**src/rtl/uart_tx_arbiter_if.sv**
```systemverilog
// Bundle between the four byte requesters, the shared UART transmitter and uart_tx_arbiter.
// slave is the arbiter's view of the bundle; master is the environment's view.
interface uart_tx_arbiter_if;
  logic [3:0]  req;
  logic [31:0] din;
  logic [3:0]  lock;
  logic [3:0]  ack;
  logic [7:0]  tx_data;
  logic        tx_start;
  logic        tx_busy;
  logic [1:0]  grant_id;
  logic        active;
  logic        err;

  modport slave (
    input  req, din, lock, tx_busy,
    output ack, tx_data, tx_start, grant_id, active, err
  );

  modport master (
    output req, din, lock, tx_busy,
    input  ack, tx_data, tx_start, grant_id, active, err
  );
endinterface

```
**src/rtl/uart_tx_arbiter.sv**
```systemverilog
// Round-robin arbiter feeding four byte requesters into one UART transmitter, with a start-timeout error flag.
// Optional packet lock (re-grant of a locked requester) is enabled by defining UART_ARB_LOCK_EN.
module uart_tx_arbiter #(
  parameter int START_TIMEOUT = 16
) (
  input  logic              clk,
  input  logic              rstn,
  uart_tx_arbiter_if.slave  bus
);

  localparam int CW = $clog2(START_TIMEOUT + 1);

  typedef enum logic [1:0] {
    IDLE      = 2'd0,
    START     = 2'd1,
    WAIT_BUSY = 2'd2,
    WAIT_DONE = 2'd3
  } state_t;

  state_t          r_state;
  logic [1:0]      r_ptr;
  logic [1:0]      r_grant;
  logic [7:0]      r_tx_data;
  logic [3:0]      r_ack;
  logic            r_tx_start;
  logic            r_active;
  logic            r_err;
  logic [CW-1:0]   r_cnt;

  logic [1:0]      w_win;
  logic            w_found;
  logic [1:0]      w_idx;
  logic [7:0]      w_byte;
  logic [CW-1:0]   w_cnt_nxt;

  // Search starts one past the last granted index so every requester gets a turn.
  always_comb begin
    w_win   = r_ptr;
    w_found = 1'b0;
    w_idx   = '0;
    for (int unsigned i = 1; i <= 4; i++) begin
      w_idx = r_ptr + i[1:0];
      if (!w_found && bus.req[w_idx]) begin
        w_win   = w_idx;
        w_found = 1'b1;
      end
    end
`ifdef UART_ARB_LOCK_EN
    if (bus.lock[r_grant] && bus.req[r_grant]) begin
      w_win = r_grant;
    end
`endif
  end

`ifndef UART_ARB_LOCK_EN
  logic w_unused_lock;
  assign w_unused_lock = ^bus.lock;
`endif

  assign w_byte    = bus.din[{w_win, 3'b000} +: 8];
  assign w_cnt_nxt = r_cnt + 1'b1;

  always_ff @(posedge clk or negedge rstn) begin
    if (!rstn) begin
      r_state    <= IDLE;
      r_ptr      <= 2'd3;
      r_grant    <= '0;
      r_tx_data  <= '0;
      r_ack      <= '0;
      r_tx_start <= 1'b0;
      r_active   <= 1'b0;
      r_err      <= 1'b0;
      r_cnt      <= '0;
    end else begin
      case (r_state)
        IDLE: begin
          // A frame still on the wire defers arbitration.
          if (|bus.req && !bus.tx_busy) begin
            r_grant    <= w_win;
            r_tx_data  <= w_byte;
            r_ack      <= 4'(4'b0001 << w_win);
            r_tx_start <= 1'b1;
            r_active   <= 1'b1;
            r_state    <= START;
          end
        end
        START: begin
          r_ack      <= '0;
          r_tx_start <= 1'b0;
          r_ptr      <= r_grant;
          r_cnt      <= '0;
          r_state    <= WAIT_BUSY;
        end
        WAIT_BUSY: begin
          if (bus.tx_busy) begin
            r_cnt   <= '0;
            r_state <= WAIT_DONE;
          end else if (w_cnt_nxt == CW'(START_TIMEOUT)) begin
            r_cnt    <= '0;
            r_err    <= 1'b1;
            r_active <= 1'b0;
            r_state  <= IDLE;
          end else begin
            r_cnt <= w_cnt_nxt;
          end
        end
        WAIT_DONE: begin
          if (!bus.tx_busy) begin
            r_active <= 1'b0;
            r_state  <= IDLE;
          end
        end
        default: begin
          r_state <= IDLE;
        end
      endcase
    end
  end

  assign bus.ack      = r_ack;
  assign bus.tx_data  = r_tx_data;
  assign bus.tx_start = r_tx_start;
  assign bus.grant_id = r_grant;
  assign bus.active   = r_active;
  assign bus.err      = r_err;

endmodule

```
**src/flat_wrapper.sv**
```systemverilog
// flat-port wrapper written by rule: the top's interface ports become plain ports
module uart_tx_arbiter_flat 
#(
  parameter int START_TIMEOUT = 16
)
  (clk, rstn, bus_req, bus_din, bus_lock, bus_tx_busy, bus_ack, bus_tx_data, bus_tx_start, bus_grant_id, bus_active, bus_err);
  uart_tx_arbiter_if bus_i ();
  input  logic clk;
  input  logic rstn;
  input wire logic [$bits(bus_i.req)-1:0] bus_req;
  input wire logic [$bits(bus_i.din)-1:0] bus_din;
  input wire logic [$bits(bus_i.lock)-1:0] bus_lock;
  input wire logic [$bits(bus_i.tx_busy)-1:0] bus_tx_busy;
  output wire logic [$bits(bus_i.ack)-1:0] bus_ack;
  output wire logic [$bits(bus_i.tx_data)-1:0] bus_tx_data;
  output wire logic [$bits(bus_i.tx_start)-1:0] bus_tx_start;
  output wire logic [$bits(bus_i.grant_id)-1:0] bus_grant_id;
  output wire logic [$bits(bus_i.active)-1:0] bus_active;
  output wire logic [$bits(bus_i.err)-1:0] bus_err;
  assign bus_i.req = bus_req;
  assign bus_i.din = bus_din;
  assign bus_i.lock = bus_lock;
  assign bus_i.tx_busy = bus_tx_busy;
  assign bus_ack = bus_i.ack;
  assign bus_tx_data = bus_i.tx_data;
  assign bus_tx_start = bus_i.tx_start;
  assign bus_grant_id = bus_i.grant_id;
  assign bus_active = bus_i.active;
  assign bus_err = bus_i.err;
  uart_tx_arbiter #(.START_TIMEOUT(START_TIMEOUT)) u_core (.clk(clk), .rstn(rstn), .bus(bus_i));
endmodule
```
**config.mk**
```make
export PLATFORM = sky130hd
export DESIGN_NAME = uart_tx_arbiter_flat
export DESIGN_NICKNAME = d
export VERILOG_FILES = /design/src/rtl/uart_tx_arbiter_if.sv /design/src/rtl/uart_tx_arbiter.sv /design/src/flat_wrapper.sv
export SDC_FILE = /design/constraint.sdc
export NUM_CORES = 1
export LEC_CHECK = 0
export BUFFER_PORTS_ARGS = -buffer_cell sky130_fd_sc_hd__buf_2
export CAP_MARGIN = 30
export CORE_AREA = 2 2 59 61
export CTS_CLUSTER_DIAMETER = 30
export DETAILED_ROUTE_END_ITERATION = 8
export DIE_AREA = 0 0 61 63
export GPL_TIMING_DRIVEN = 0
export PLACE_DENSITY = 0.82
export SETUP_SLACK_MARGIN = 0.2
export SLEW_MARGIN = 5
export SYNTH_ARGS = -nofsm -noshare
export SYNTH_HDL_FRONTEND = slang
export SYNTH_SLANG_ARGS = --single-unit
```
**constraint.sdc**
```tcl
create_clock -name clk -period 4.42 [get_ports clk]
set_input_delay 0.221 -clock clk [delete_from_list [all_inputs] [get_ports clk]]
set_output_delay 0.221 -clock clk [all_outputs]
set_load 0.02 [all_outputs]
```
==> results by group, run 1 <==
Setup path
  – CP max stage delay: 0.45 ns
  – FF-to-FF End: u_core.bus.tx_data[7]$_DFFE_PN0P_
  – Cell family with most CP delay: simple AND/OR/NAND/NOR gates
  – Crit-path max FO: 10
  – Startpoint types: flop
  – R2R Setup Slk: 2.34 ns
  – Crit path cell chain: inv_1 -> ha_1 -> nor2b_1 -> nand2_2 -> nor4_2 -> inv_2 -> o211ai_1
  – Crit path kind: flop to flop
  – Critical path endpoint category: flop
  – Reg2reg start: u_core.r_state[0]$_DFFE_PN0P_
  – Worst path arrival time: 2.34 ns
  – Crit-path slowest cell: dfrtp_1
  – FF-to-FF path depth: 7
  – Buf/Inv on CP: 2
  – Critical path data required time: 4.67 ns

Finish
  – Post-Layout Cell Count: 269
  – Synth-to-layout area growth: 24.27%
  – Most frequent cells in the layout: 55 x buf_2, 24 x dfrtp_1, 16 x nand2_1, 12 x o21ai_0
  – Ant diodes: 0
  – Layout cells sized above 1: 0.3677
  – Commonest non-fill, non-tap cell in the layout: buf_2
  – Nets: 273
  – Final Util: 0.6264

Die
  – Ports: 60
  – Cell Rows: 21
  – Initial Utilization: 0.5041
  – Die area: 3843 um2
  – Die X: 61 um
  – Die height: 63 um
  – Core box area: 3232 um2

Clocking
  – Clk Latency, worst-skew pair: 0.33 ns
  – Clock transition at the registers of the reported paths: 0.15 ns
  – CTS tree: yes
  – Depth of the CTS H-tree: 1
  – Number of setup buffers added after CTS: 0
  – Clock net sink count: 26
  – CTS Buffer Depth: 2
  – Clock root buffer: clkbuf_4
  – CTS buffer count: 3

Worst hold path
  – Hold EP: u_core.bus.tx_data[0]$_DFFE_PN0P_
  – Hold crit path type: primary input to flop
  – Hold_sp: bus_din[24]
  – Hold path cells: 3

Synth
  – Netlist cell types: 49
  – Post-synthesis mux area share: 0.06912
  – Share of synthesized registers carrying an async set or reset: 1.000
  – Synth warn: 0
  – Largest family of logic cells by synthesized area: compound AO/OA/AOI/OAI gates
  – Post-synthesis adder-cell area fraction: 0.04608
  – Post-Synthesis Net Count: 212
  – Post-synthesis compound-gate area fraction: 0.2619
  – Synthesis-stage register bit count: 26
  – Syn Area/Cell: 9.994 um2
  – Sequential share of the synthesized area: 0.4009
  – Post-Syn Area: 1629 um2
  – Synth Area in Simple Gates: 0.1943
  – Top_reg_cell synth: dfrtp_1
  – Gate count of the mapped netlist: 163
  – Post-Synth XOR/XNOR Area: 0
  – Post-synth EDFFs: 0

Pwr
  – Combinational share of power: 0.540
  – Pwr per Cell Area: 607.5 nW/um2
  – Leakage: 0.9599 nW
  – Clk pwr share: 0.135
  – Maximum VDD drop: 0.2629 mV
  – Internal Power: 0.0006917 W
  – Sw Share: 0.4376
  – Post-route total power: 0.001230 W
  – P_sw: 0.0005382 W
  – Flop pwr share: 0.325

Global routing
  – Largest net degree at the start of global routing: 27
  – Initial antenna violation count: 0
  – First-pass GRT wire length: 6368 um
  – Global route overflow: 0
  – Number of global-route vias before repair: 1,427
  – Gr usage total: 0.2118

Placed design
  – Cells after DPL: 264
  – Pre-CTS WS: 2.377 ns
  – PortBufs: 55
  – Placer Congestion: 0.8123
  – Post-DP HPWL: 2797 um

STA
  – Worst setup margin: 2.338 ns
  – Slew Limit Fails: 0
  – Fin crit share: 0.4709
  – Fin. Hold Viols: 0
  – Tmin final: 2.082 ns
  – Setup-failing EPs final: 0
  – Max frequency: 0.4804 GHz
  – RSZ-0062 raised after global routing: no
  – Setup_tns: 0 ns
  – Worst slew pin tran: 0.6288 ns
  – Slew HR: 0.5785
  – Clock Skews: 0.004517 ns

Routing
  – Vias: 1,522
  – Post-DRT Antenna Nets: 0
  – Iter 0 DRT Violations: 41
  – Routed len/inst: 13.88 um
  – Drt total wl: 3735 um
  – Vias per std cell: 5.658
  – DRC errors left: 0
  – First-pass DRT Iterations: 4

Flow run
  – Maxcap violations: 0

Run status
  – Outcome: finished clean
==> per-layer routing <==
| layer | global-route usage | part of all wire |
|---|---|---|
| met1 | 0.2861 | 0.45 |
| met4 | 0.04891 | 0.0067 |
| met3 | 0.02899 | 0.048 |
| met2 | 0.3535 | 0.49 |
| met5 | 0 | 0 |
==> metrics by stage <==
stage,hold slack (ns),cell area (um2)
6_report,0.1959,2024
5_1_grt,0.1961,2024
4_1_cts,0.2036,2024
3_5_place_dp,0.2552,1962
3_3_place_gp,0.2589,1962
2_1_floorplan,-0.07459,1629
==> Yosys cell counts (all sizes together) (4+ instances only) <==
master / n / area share
nor2: 8 / 0.022
a21o: 5 / 0.023
dfrtp: 24 / 0.37
ha: 6 / 0.046
mux2i: 9 / 0.055
a211o: 6 / 0.032
inv: 5 / 0.012
nand2: 18 / 0.045
nand3: 9 / 0.028
o21ai: 18 / 0.055
a32o: 4 / 0.025
o211ai: 7 / 0.032
nand2b: 6 / 0.025
==> repair_timing <==
item,CTS,global route
setup endpoints to repair,0,0
hold buffers,1,0
resized for setup,0,0
endpoints found under the hold margin,24,0
==> kinds of logic (layout without fill, tap and decap cells) <==
group | Yosys count | count (layout)
fa+ha+maj | 6 | 6
compound gates | 56 | 56
flops | 26 | 26
buf+inv | 8 | 68
mux | 11 | 11
simple gates | 56 | 56
==> power groups by stage <==
stage / logic, W / registers [W] / clock network, W
3_5_place_dp: 0.000664 / 0.000406 / 0
3_3_place_gp: 0.000652 / 0.000404 / 0
5_1_grt: 0.000736 / 0.000414 / 0.000177
2_1_floorplan: 0.000414 / 0.000469 / 0
4_1_cts: 0.000668 / 0.000400 / 0.000165
6_report: 0.000664 / 0.000400 / 0.000167
==> worst max-delay path by stage <==
stage / from / to / slack (ns) / cells after the start
global placement: u_core.r_state[0]$_DFFE_PN0P_ / u_core.bus.tx_data[3]$_DFFE_PN0P_ / 2.40 / 7
floorplan: u_core.r_state[0]$_DFFE_PN0P_ / u_core.bus.tx_data[0]$_DFFE_PN0P_ / 2.65 / 7
CTS: u_core.r_state[0]$_DFFE_PN0P_ / u_core.bus.tx_data[7]$_DFFE_PN0P_ / 2.34 / 7
global route: u_core.r_state[1]$_DFFE_PN0P_ / u_core.bus.tx_data[3]$_DFFE_PN0P_ / 2.14 / 7
detailed placement: u_core.r_state[0]$_DFFE_PN0P_ / u_core.bus.tx_data[7]$_DFFE_PN0P_ / 2.38 / 7
finish: u_core.r_state[0]$_DFFE_PN0P_ / u_core.bus.tx_data[7]$_DFFE_PN0P_ / 2.34 / 7
==> area by class of cell <==
class | count | area [um2]
clock inverter | 1 | 30.03
inverter | 5 | 18.77
sequential | 26 | 653.1
tap | 46 | 57.56
clock buffer | 3 | 22.52
multi-input combinational | 129 | 930.9
buffer | 3 | 26.28
timing repair buffer | 56 | 285.3
fill | 302 | 1207
==> flip-flops by register name (all words and copies together), names as in the netlist <==
name,count
u_core.r_state,2
u_core.bus.tx_start,1
u_core.bus.active,1
u_core.r_ptr,2
u_core.r_cnt,5
u_core.bus.tx_data,8
u_core.bus.grant_id,2
u_core.bus.err,1
u_core.bus.ack,4
==> worst register-to-register path, stage by stage, from the launching register on <==
cell	delay, ns
dfrtp_1	0.45
inv_1	0.14
ha_1	0.22
nor2b_1	0.20
nand2_2	0.20
nor4_2	0.43
inv_2	0.15
o211ai_1	0.21
No activity file was read; power rests on OpenSTA's default activity.
==> run 2: changes to the inputs <==
--- a/config.mk
+++ b/config.mk
@@ -7,12 +7,12 @@
 export LEC_CHECK = 0
 export BUFFER_PORTS_ARGS = -buffer_cell sky130_fd_sc_hd__buf_2
 export CAP_MARGIN = 30
-export CORE_AREA = 2 2 59 61
+export CORE_AREA = 2 2 61 63
 export CTS_CLUSTER_DIAMETER = 30
 export DETAILED_ROUTE_END_ITERATION = 8
-export DIE_AREA = 0 0 61 63
+export DIE_AREA = 0 0 63 65
 export GPL_TIMING_DRIVEN = 0
-export PLACE_DENSITY = 0.82
+export PLACE_DENSITY = 0.77
 export SETUP_SLACK_MARGIN = 0.2
 export SLEW_MARGIN = 5
 export SYNTH_ARGS = -nofsm -noshare
==> constraint.sdc (replaced) <==
create_clock -name clk -period 2.05 [get_ports clk]
set_input_delay 0.1025 -clock clk [delete_from_list [all_inputs] [get_ports clk]]
set_output_delay 0.1025 -clock clk [all_outputs]
set_load 0.02 [all_outputs]
==> run 2 against run 1 <==
  * Clock skew rose by 0.0039 ns
  * Core utilization shrank 0.22 points
  * Via count up 3.1%
  * Sequential power is 110% higher
  * Maximum frequency grew 12%
  * Global-route usage fell by 1.0 points
  * Critical endpoint is now u_core.bus.tx_data[6]$_DFFE_PN0P_
  * Largest cell class unchanged
  * Highest routed layer unchanged
==> results by group, run 2 (same netlist as run 1, synthesis figures left out) <==
Run status
  – Outcome: finished clean (unchanged)

Clocking
  – CTS Buffer Depth: 2 (unchanged)
  – Depth of the CTS H-tree: 1 (unchanged)
  – Clock transition at the registers of the reported paths: 0.15 ns (about the same)
  – Clk Latency, worst-skew pair: 0.32 ns (was 0.33 ns)
  – CTS tree: yes (unchanged)
  – Clock root buffer: clkbuf_4 (unchanged)
  – Clock net sink count: 26 (unchanged)
  – CTS buffer count: 3 (unchanged)

Global routing
  – Largest net degree at the start of global routing: 27 (unchanged)
  – First-pass GRT wire length: 6513 um (was 6368 um)
  – Number of global-route vias before repair: 1,440 (was 1,427)
  – Gr usage total: 0.2013 (was 0.2118)
  – Global route overflow: 0 (unchanged)
  – Initial antenna violation count: 0 (unchanged)

Setup path
  – Cell family with most CP delay: compound AO/OA/AOI/OAI gates (was simple AND/OR/NAND/NOR gates)
  – Critical path data required time: 2.27 ns (was 4.67 ns)
  – Crit path kind: flop to flop (unchanged)
  – WP depth: 5 (was 7)
  – FF-to-FF path depth: 5 (was 7)
  – Worst path arrival time: 2.07 ns (was 2.34 ns)
  – Crit-path max FO: 9 (was 10)
  – FF-to-FF End: u_core.bus.tx_data[6]$_DFFE_PN0P_ (was u_core.bus.tx_data[7]$_DFFE_PN0P_)
  – Crit path cell chain: nand2b_1 -> a21o_1 -> nand2_2 -> a2111oi_2 -> a211oi_2 (was inv_1 -> ha_1 -> nor2b_1 -> nand2_2 -> nor4_2 -> inv_2 -> o211ai_1)
  – Reg2reg start: u_core.r_ptr[1]$_DFFE_PN1P_ (was u_core.r_state[0]$_DFFE_PN0P_)
  – CP max stage delay: 0.63 ns (was 0.45 ns)
  – R2R Setup Slk: 0.20 ns (was 2.34 ns)
  – Buf/Inv on CP: 0 (was 2)
  – Startpoint types: flop (unchanged)
  – Critical path endpoint category: flop (unchanged)
  – Crit-path slowest cell: dfstp_2 (was dfrtp_1)

STA
  – Worst slew pin tran: 0.6075 ns (was 0.6288 ns)
  – Tmin final: 1.853 ns (was 2.082 ns)
  – RSZ-0062 raised after global routing: yes (was no)
  – Max frequency: 0.5396 GHz (was 0.4804 GHz)
  – Setup_tns: 0 ns (unchanged)
  – Fin crit share: 0.9040 (was 0.4709)
  – Setup-failing EPs final: 0 (unchanged)
  – Slew Limit Fails: 0 (unchanged)
  – Hold Slack: 0.07360 ns (was 0.1959 ns)
  – Slew HR: 0.5928 (was 0.5785)
  – Fin. Hold Viols: 0 (unchanged)
  – Clock Skews: 0.008446 ns (was 0.004517 ns)

Finish
  – Fill cells: 300 (was 302)
  – Multi-input gate area: 997.2 um2 (was 930.9 um2)
  – Number of flip-flops in the largest register: 8 (unchanged)
  – Nets: 287 (was 273)
  – Ant diodes: 0 (unchanged)
  – Most frequent cells in the layout: 55 x buf_2, 24 x dfrtp_1, 16 x nand2_1, 14 x buf_4, 12 x o21ai_0 (was 55 x buf_2, 24 x dfrtp_1, 16 x nand2_1, 12 x o21ai_0)
  – Layout cells sized above 1: 0.4304 (was 0.3677)
  – Synth-to-layout area growth: 33.95% (was 24.27%)
  – Commonest non-fill, non-tap cell in the layout: buf_2 (unchanged)
  – Reg area: 653.1 um2 (unchanged)

Die
  – Die height: 65 um (was 63 um)
  – Die X: 63 um (was 61 um)
  – Initial Utilization: 0.4660 (was 0.5041)
  – Core box area: 3496 um2 (was 3232 um2)
  – Cell Rows: 22 (was 21)
  – Ports: 60 (unchanged)
  – Die area: 4095 um2 (was 3843 um2)

Worst hold path
  – Hold_sp: bus_din[25] (was bus_din[24])
  – Hold crit path type: primary input to flop (unchanged)
  – Hold EP: u_core.bus.tx_data[1]$_DFFE_PN0P_ (was u_core.bus.tx_data[0]$_DFFE_PN0P_)
  – Hold path cells: 3 (unchanged)

Placed design
  – Post-DP HPWL: 2928 um (was 2797 um)
  – PortBufs: 55 (unchanged)
  – Placer Congestion: 0.8438 (was 0.8123)

Routing
  – Vias per std cell: 5.505 (was 5.658)
  – Post-DRT Antenna Nets: 0 (unchanged)
  – First-pass DRT Iterations: 4 (unchanged)
  – Iter 0 DRT Violations: 82 (was 41)
  – DRC errors left: 0 (unchanged)
  – Routed len/inst: 14.79 um (was 13.88 um)
  – Vias: 1,569 (was 1,522)
  – Drt total wl: 4214 um (was 3735 um)

Flow run
  – Maxcap violations: 0 (unchanged)

Pwr
  – Maximum VDD drop: 0.5090 mV (was 0.2629 mV)
  – Leakage: 1.021 nW (was 0.9599 nW)
  – Pwr per Cell Area: 1306 nW/um2 (was 607.5 nW/um2)
[run 2: repair_timing]
action,in CTS,in global routing
setup endpoints to repair,9,13
buffers inserted,9,5
hold buffers,1,0
pin swaps,3,1
resized for setup,5,7
endpoints found under the hold margin,24,0
[run 2: layer usage]
metal / share of wire / wire (um) / global-route usage / vias up
met1: 0.45 / 1877 / 0.2599 / 767
met4: 0.011 / 46 / 0.08056 / 0
met5: 0 / 0 / 0 / -
met2: 0.51 / 2150 / 0.3431 / 28
li1: - / - / - / 770
met3: 0.033 / 139 / 0.02431 / 4
[run 2: power by group]
part,switching [W],internal [W],leakage [nW]
clock,0.000159,0.000109,0.0210
combinational,0.000973,0.000761,0.670
sequential,0.000135,0.000713,0.330
[run 2: worst reg2reg max path, delay by kind of cell (launching register included)]
| kind | cells | cell delay [ns] |
|---|---|---|
| compound gates | 3 | 0.79 |
| flops | 1 | 0.63 |
| simple gates | 2 | 0.34 |
[run 2: area by class of cell]
cell class / instances / area share
buffer: 3 / 0.01204
multi-input combinational: 129 / 0.4570
inverter: 5 / 0.008601
timing repair buffer: 70 / 0.1789
sequential: 26 / 0.2993
clock buffer: 4 / 0.01663
tap: 48 / 0.02752
[run 2: through the flow]
step                      power (W)  cell area [um2]  utilization  setup WS, ns  cells
after floorplan            0.001905             1629            -        0.2822    163
after global routing       0.003052             2182       0.6242        0.1264    285
after CTS                  0.002727             2111       0.6038        0.2244    280
final                      0.002850             2182       0.6242        0.1968    285
after global placement     0.002278             1964       0.5619       0.04394    266
after detailed placement   0.002313             1964       0.5619       0.01441    266
[run 2: worst max-delay path by stage]
stage | startpoint | endpoint | slack (ns)
4_1_cts | u_core.r_ptr[1]$_DFFE_PN1P_ | u_core.bus.tx_data[6]$_DFFE_PN0P_ | 0.22
5_1_grt | u_core.r_ptr[1]$_DFFE_PN1P_ | u_core.bus.tx_data[6]$_DFFE_PN0P_ | 0.13
3_5_place_dp | u_core.r_state[0]$_DFFE_PN0P_ | u_core.bus.tx_data[7]$_DFFE_PN0P_ | 0.01
6_report | u_core.r_ptr[1]$_DFFE_PN1P_ | u_core.bus.tx_data[6]$_DFFE_PN0P_ | 0.20
2_1_floorplan | u_core.r_state[0]$_DFFE_PN0P_ | u_core.bus.tx_data[0]$_DFFE_PN0P_ | 0.28
3_3_place_gp | u_core.r_state[0]$_DFFE_PN0P_ | u_core.bus.tx_data[0]$_DFFE_PN0P_ | 0.04
==> run 3: changes to the inputs <==
--- a/config.mk
+++ b/config.mk
@@ -5,14 +5,15 @@
 export SDC_FILE = /design/constraint.sdc
 export NUM_CORES = 1
 export LEC_CHECK = 0
+export ABC_AREA = 1
+export ABC_CLOCK_PERIOD_IN_PS = 2050
 export BUFFER_PORTS_ARGS = -buffer_cell sky130_fd_sc_hd__buf_2
 export CAP_MARGIN = 30
-export CORE_AREA = 2 2 61 63
+export CORE_AREA = 2 2 63 65
 export CTS_CLUSTER_DIAMETER = 30
 export DETAILED_ROUTE_END_ITERATION = 8
-export DIE_AREA = 0 0 63 65
-export GPL_TIMING_DRIVEN = 0
-export PLACE_DENSITY = 0.77
+export DIE_AREA = 0 0 65 67
+export PLACE_DENSITY = 0.79
 export SETUP_SLACK_MARGIN = 0.2
 export SLEW_MARGIN = 5
 export SYNTH_ARGS = -nofsm -noshare
==> run 3 against run 2 <==
  * Combinational power up 120%
  * Worst hold slack improved by 0.096 ns
  * Clock skew decreased by 0.0044 ns
  * Cell count rose by 39%
  * Via count is 31% higher
  * Non-clock buffer count up 8
  * Register-to-register slack worse by 0.19 ns
  * First-iteration DRC count is 62% higher
  * Worst setup slack got worse by 0.19 ns
  * Cell area is 26% higher
  * Area after synthesis grew 11%
  * Clock-buffer cell count stayed put
  * Largest power group unchanged
==> results by group, run 3 <==
Synth
  – Yosys top cell area share: 0.3310 (was 0.3687)
  – Post-Synthesis Net Count: 315 (was 212)
  – Top_reg_cell synth: dfrtp_1 (unchanged)
  – Top cells by area, synth: dfrtp_1 33%, nand2_1 24%, nand3_1 9.9% (was dfrtp_1 37%, mux2i_1 5.5%, ha_1 4.6%)
  – Most common cell in the netlist: nand2_1 (was dfrtp_1)
  – Commonest cells post-synth: 118 x nand2_1, 36 x nand3_1, 24 x dfrtp_1 (was 24 x dfrtp_1, 16 x nand2_1, 12 x o21ai_0)
  – Area leader, netlist: dfrtp_1 (unchanged)
  – Post-synth EDFFs: 0 (unchanged)
  – Netlist cell types: 26 (was 49)
  – Share of synthesized registers carrying an async set or reset: 1.000 (unchanged)
  – Sequential share of the synthesized area: 0.3600 (was 0.4009)
  – Syn Area/Cell: 6.820 um2 (was 9.994 um2)
  – Post-Syn Area: 1814 um2 (was 1629 um2)
  – Gate count of the mapped netlist: 266 (was 163)
  – Synthesis-stage register bit count: 26 (unchanged)
  – Synth warn: 0 (unchanged)

Die
  – Core box area: 3606 um2 (was 3496 um2)
  – Initial Utilization: 0.5031 (was 0.4660)
  – Cell Rows: 22 (unchanged)
  – Die area: 4355 um2 (was 4095 um2)
  – Die height: 67 um (was 65 um)
  – Die X: 65 um (was 63 um)
  – Ports: 60 (unchanged)

Setup path
  – CP max stage delay: 0.63 ns (about the same)
  – Critical path endpoint category: flop (unchanged)
  – Critical path data required time: 2.22 ns (was 2.27 ns)
  – Cell family with most CP delay: simple AND/OR/NAND/NOR gates (was compound AO/OA/AOI/OAI gates)
  – Crit-path slowest cell: dfstp_2 (unchanged)
  – Startpoint types: flop (unchanged)
  – R2R Setup Slk: 0.005 ns (was 0.20 ns)
  – Crit path kind: flop to flop (unchanged)
  – Most used cell along the critical path: nand2_1
  – Crit-path max FO: 8 (was 9)
  – Worst path arrival time: 2.21 ns (was 2.07 ns)
  – FF-to-FF End: u_core.bus.tx_data[7]$_DFFE_PN0P_ (was u_core.bus.tx_data[6]$_DFFE_PN0P_)
  – Crit path cell chain: clkinv_4 -> nand2_2 -> nand2_4 -> nand2_2 -> nand2_4 -> nor2_4 -> nand3_4 -> nand3_2 -> nand2_1 -> nand2_1 -> nand2_1 -> nand2_2 -> nand2_1 (was nand2b_1 -> a21o_1 -> nand2_2 -> a2111oi_2 -> a211oi_2)
  – Reg2reg start: u_core.r_ptr[0]$_DFFE_PN1P_ (was u_core.r_ptr[1]$_DFFE_PN1P_)
  – Buf/Inv on CP: 1 (was 0)
  – FF-to-FF path depth: 13 (was 5)

STA
  – Setup-failing EPs final: 0 (unchanged)
  – Clock Skews: 0.004019 ns (was 0.008446 ns)
  – Slew Limit Fails: 0 (unchanged)
  – RSZ-0062 raised after global routing: yes (unchanged)
  – Setup_tns: 0 ns (unchanged)
  – Max frequency: 0.4890 GHz (was 0.5396 GHz)
  – Worst setup margin: 0.004911 ns (was 0.1968 ns)
  – Slew HR: 0.6222 (was 0.5928)
  – Tmin final: 2.045 ns (was 1.853 ns)
  – Fin. Hold Viols: 0 (unchanged)
  – Fin crit share: 0.9976 (was 0.9040)
  – Worst slew pin tran: 0.5667 ns (was 0.6075 ns)

Finish
  – Layout cells sized above 1: 0.4310 (was 0.4304)
  – Number of flip-flops in the largest register: 8 (unchanged)
  – Commonest non-fill, non-tap cell in the layout: nand2_1 (was buf_2)
  – Ant diodes: 0 (unchanged)
  – Most frequent cells in the layout: 91 x nand2_1, 55 x buf_2, 24 x dfrtp_1, 23 x inv_1, 21 x nand3_1 (was 55 x buf_2, 24 x dfrtp_1, 16 x nand2_1, 14 x buf_4, 12 x o21ai_0)
  – Fill cells: 258 (was 300)
  – Synth-to-layout area growth: 51.66% (was 33.95%)
  – Final Util: 0.7630 (was 0.6242)
  – Nets: 398 (was 287)

Pwr
  – Leakage: 1.487 nW (was 1.021 nW)
  – Maximum VDD drop: 0.9720 mV (was 0.5090 mV)
  – Pwr per Cell Area: 1832 nW/um2 (was 1306 nW/um2)

Global routing
  – Largest net degree at the start of global routing: 27 (unchanged)
  – Global route overflow: 0 (unchanged)
  – First-pass GRT wire length: 8224 um (was 6513 um)
  – Gr usage total: 0.2487 (was 0.2013)
  – Initial antenna violation count: 0 (unchanged)
  – Number of global-route vias before repair: 1,857 (was 1,440)

Routing
  – Drt total wl: 5848 um (was 4214 um)
  – Vias per std cell: 5.197 (was 5.505)
  – First-pass DRT Iterations: 6 (was 4)
  – DRC errors left: 0 (unchanged)
  – Routed len/inst: 14.77 um (was 14.79 um)
  – Post-DRT Antenna Nets: 0 (unchanged)
  – Iter 0 DRT Violations: 133 (was 82)
  – Vias: 2,058 (was 1,569)

Placed design
  – Placer Congestion: 0.7690 (was 0.8438)
  – Post-DP HPWL: 3262 um (was 2928 um)
  – Pre-CTS WS: 0.08121 ns (was 0.01441 ns)
  – PortBufs: 55 (unchanged)

Clocking
  – Depth of the CTS H-tree: 1 (unchanged)
  – Clock net sink count: 26 (unchanged)
  – Clk Latency, worst-skew pair: 0.27 ns (was 0.32 ns)
  – CTS buffer count: 3 (unchanged)
  – Clock root buffer: clkbuf_8 (was clkbuf_4)
  – CTS tree: yes (unchanged)
  – CTS Buffer Depth: 2 (unchanged)
  – Clock transition at the registers of the reported paths: 0.09 ns (was 0.15 ns)

Run status
  – Outcome: finished clean (unchanged)

Worst hold path
  – Hold path cells: 5 (was 3)
  – Hold EP: u_core.bus.tx_data[5]$_DFFE_PN0P_ (was u_core.bus.tx_data[1]$_DFFE_PN0P_)
  – Hold_sp: bus_din[13] (was bus_din[25])
  – Hold crit path type: primary input to flop (unchanged)

Flow run
  – Maxcap violations: 0 (unchanged)
[run 3: how the worst max path moves through the flow]
stage	from	to	slack (ns)	cells after the start
2_1_floorplan	u_core.r_ptr[0]$_DFFE_PN1P_	u_core.bus.tx_data[0]$_DFFE_PN0P_	0.34	15
3_3_place_gp	u_core.r_ptr[0]$_DFFE_PN1P_	u_core.bus.tx_data[7]$_DFFE_PN0P_	0.12	15
3_5_place_dp	u_core.r_ptr[0]$_DFFE_PN1P_	u_core.bus.tx_data[7]$_DFFE_PN0P_	0.08	15
4_1_cts	u_core.r_ptr[0]$_DFFE_PN1P_	u_core.bus.tx_data[2]$_DFFE_PN0P_	0.18	15
5_1_grt	u_core.r_ptr[0]$_DFFE_PN1P_	u_core.bus.tx_data[2]$_DFFE_PN0P_	-0.22	12
6_report	u_core.r_ptr[0]$_DFFE_PN1P_	u_core.bus.tx_data[7]$_DFFE_PN0P_	0.005	13
[run 3: power breakdown]
part	switching [W]	internal [W]
Sequential	0.000141	0.000711
Combinational	0.00238	0.00147
Clock	0.000161	0.000172
Total	0.00268	0.00236
[run 3: cells by family after synthesis]
kind of cell | count (synthesis) | share of synthesized area
simple gates | 176 | 0.4290
flops | 26 | 0.3600
fa+ha+maj | 6 | 0.04138
compound gates | 23 | 0.07380
xor+xnor | 2 | 0.009657
buf+inv | 33 | 0.08620
[run 3: area by class of cell]
| type | count | area (um2) | area share |
|---|---|---|---|
| Clock buffer | 4 | 55.05 | 0.02001 |
| Inverter | 27 | 123.9 | 0.04502 |
| Multi-Input combinational cell | 209 | 1338 | 0.4861 |
| Sequential cell | 26 | 653.1 | 0.2374 |
| Tap cell | 48 | 60.06 | 0.02183 |
| Timing Repair Buffer | 81 | 515.5 | 0.1874 |
| Timing Repair inverter | 1 | 6.256 | 0.002274 |
[run 3: through the flow]
step           instance area, um2  power [W]  std cells  hold slack (ns)
6_report                     2751   0.005040        396           0.1695
5_1_grt                      2751   0.005428        396           0.1997
2_1_floorplan                1814   0.002704        266          -0.1931
4_1_cts                      2509   0.004344        393           0.1773
3_5_place_dp                 2150   0.003235        370           0.1288
3_3_place_gp                 2150   0.003193        370           0.1277
[run 3: what timing repair did]
item,CTS,global route
hold endpoints to repair,24,0
hold buffers,1,0
pin swaps,22,25
buffers inserted,15,3
gates resized for setup,38,49
setup endpoints to repair,13,16
cloned,3,0
[run 3: worst register-to-register path: stages, from the launching register on]
cell and delay (ns):
dfstp_2 0.63, clkinv_4 0.13, nand2_2 0.11, nand2_4 0.07, nand2_2 0.09, nand2_4 0.09
nor2_4 0.19, nand3_4 0.17, nand3_2 0.12, nand2_1 0.06, nand2_1 0.07, nand2_1 0.07
nand2_2 0.07, nand2_1 0.05
[run 3: per-layer routing]
| metal | track usage | vias to the layer above | routed length, um |
|---|---|---|---|
| met4 | 0.09309 | 0 | 137 |
| met1 | 0.3110 | 936 | 2448 |
| met5 | 0 | - | 0 |
| met3 | 0.03378 | 20 | 285 |
| li1 | - | 1016 | - |
| met2 | 0.4356 | 86 | 2976 |
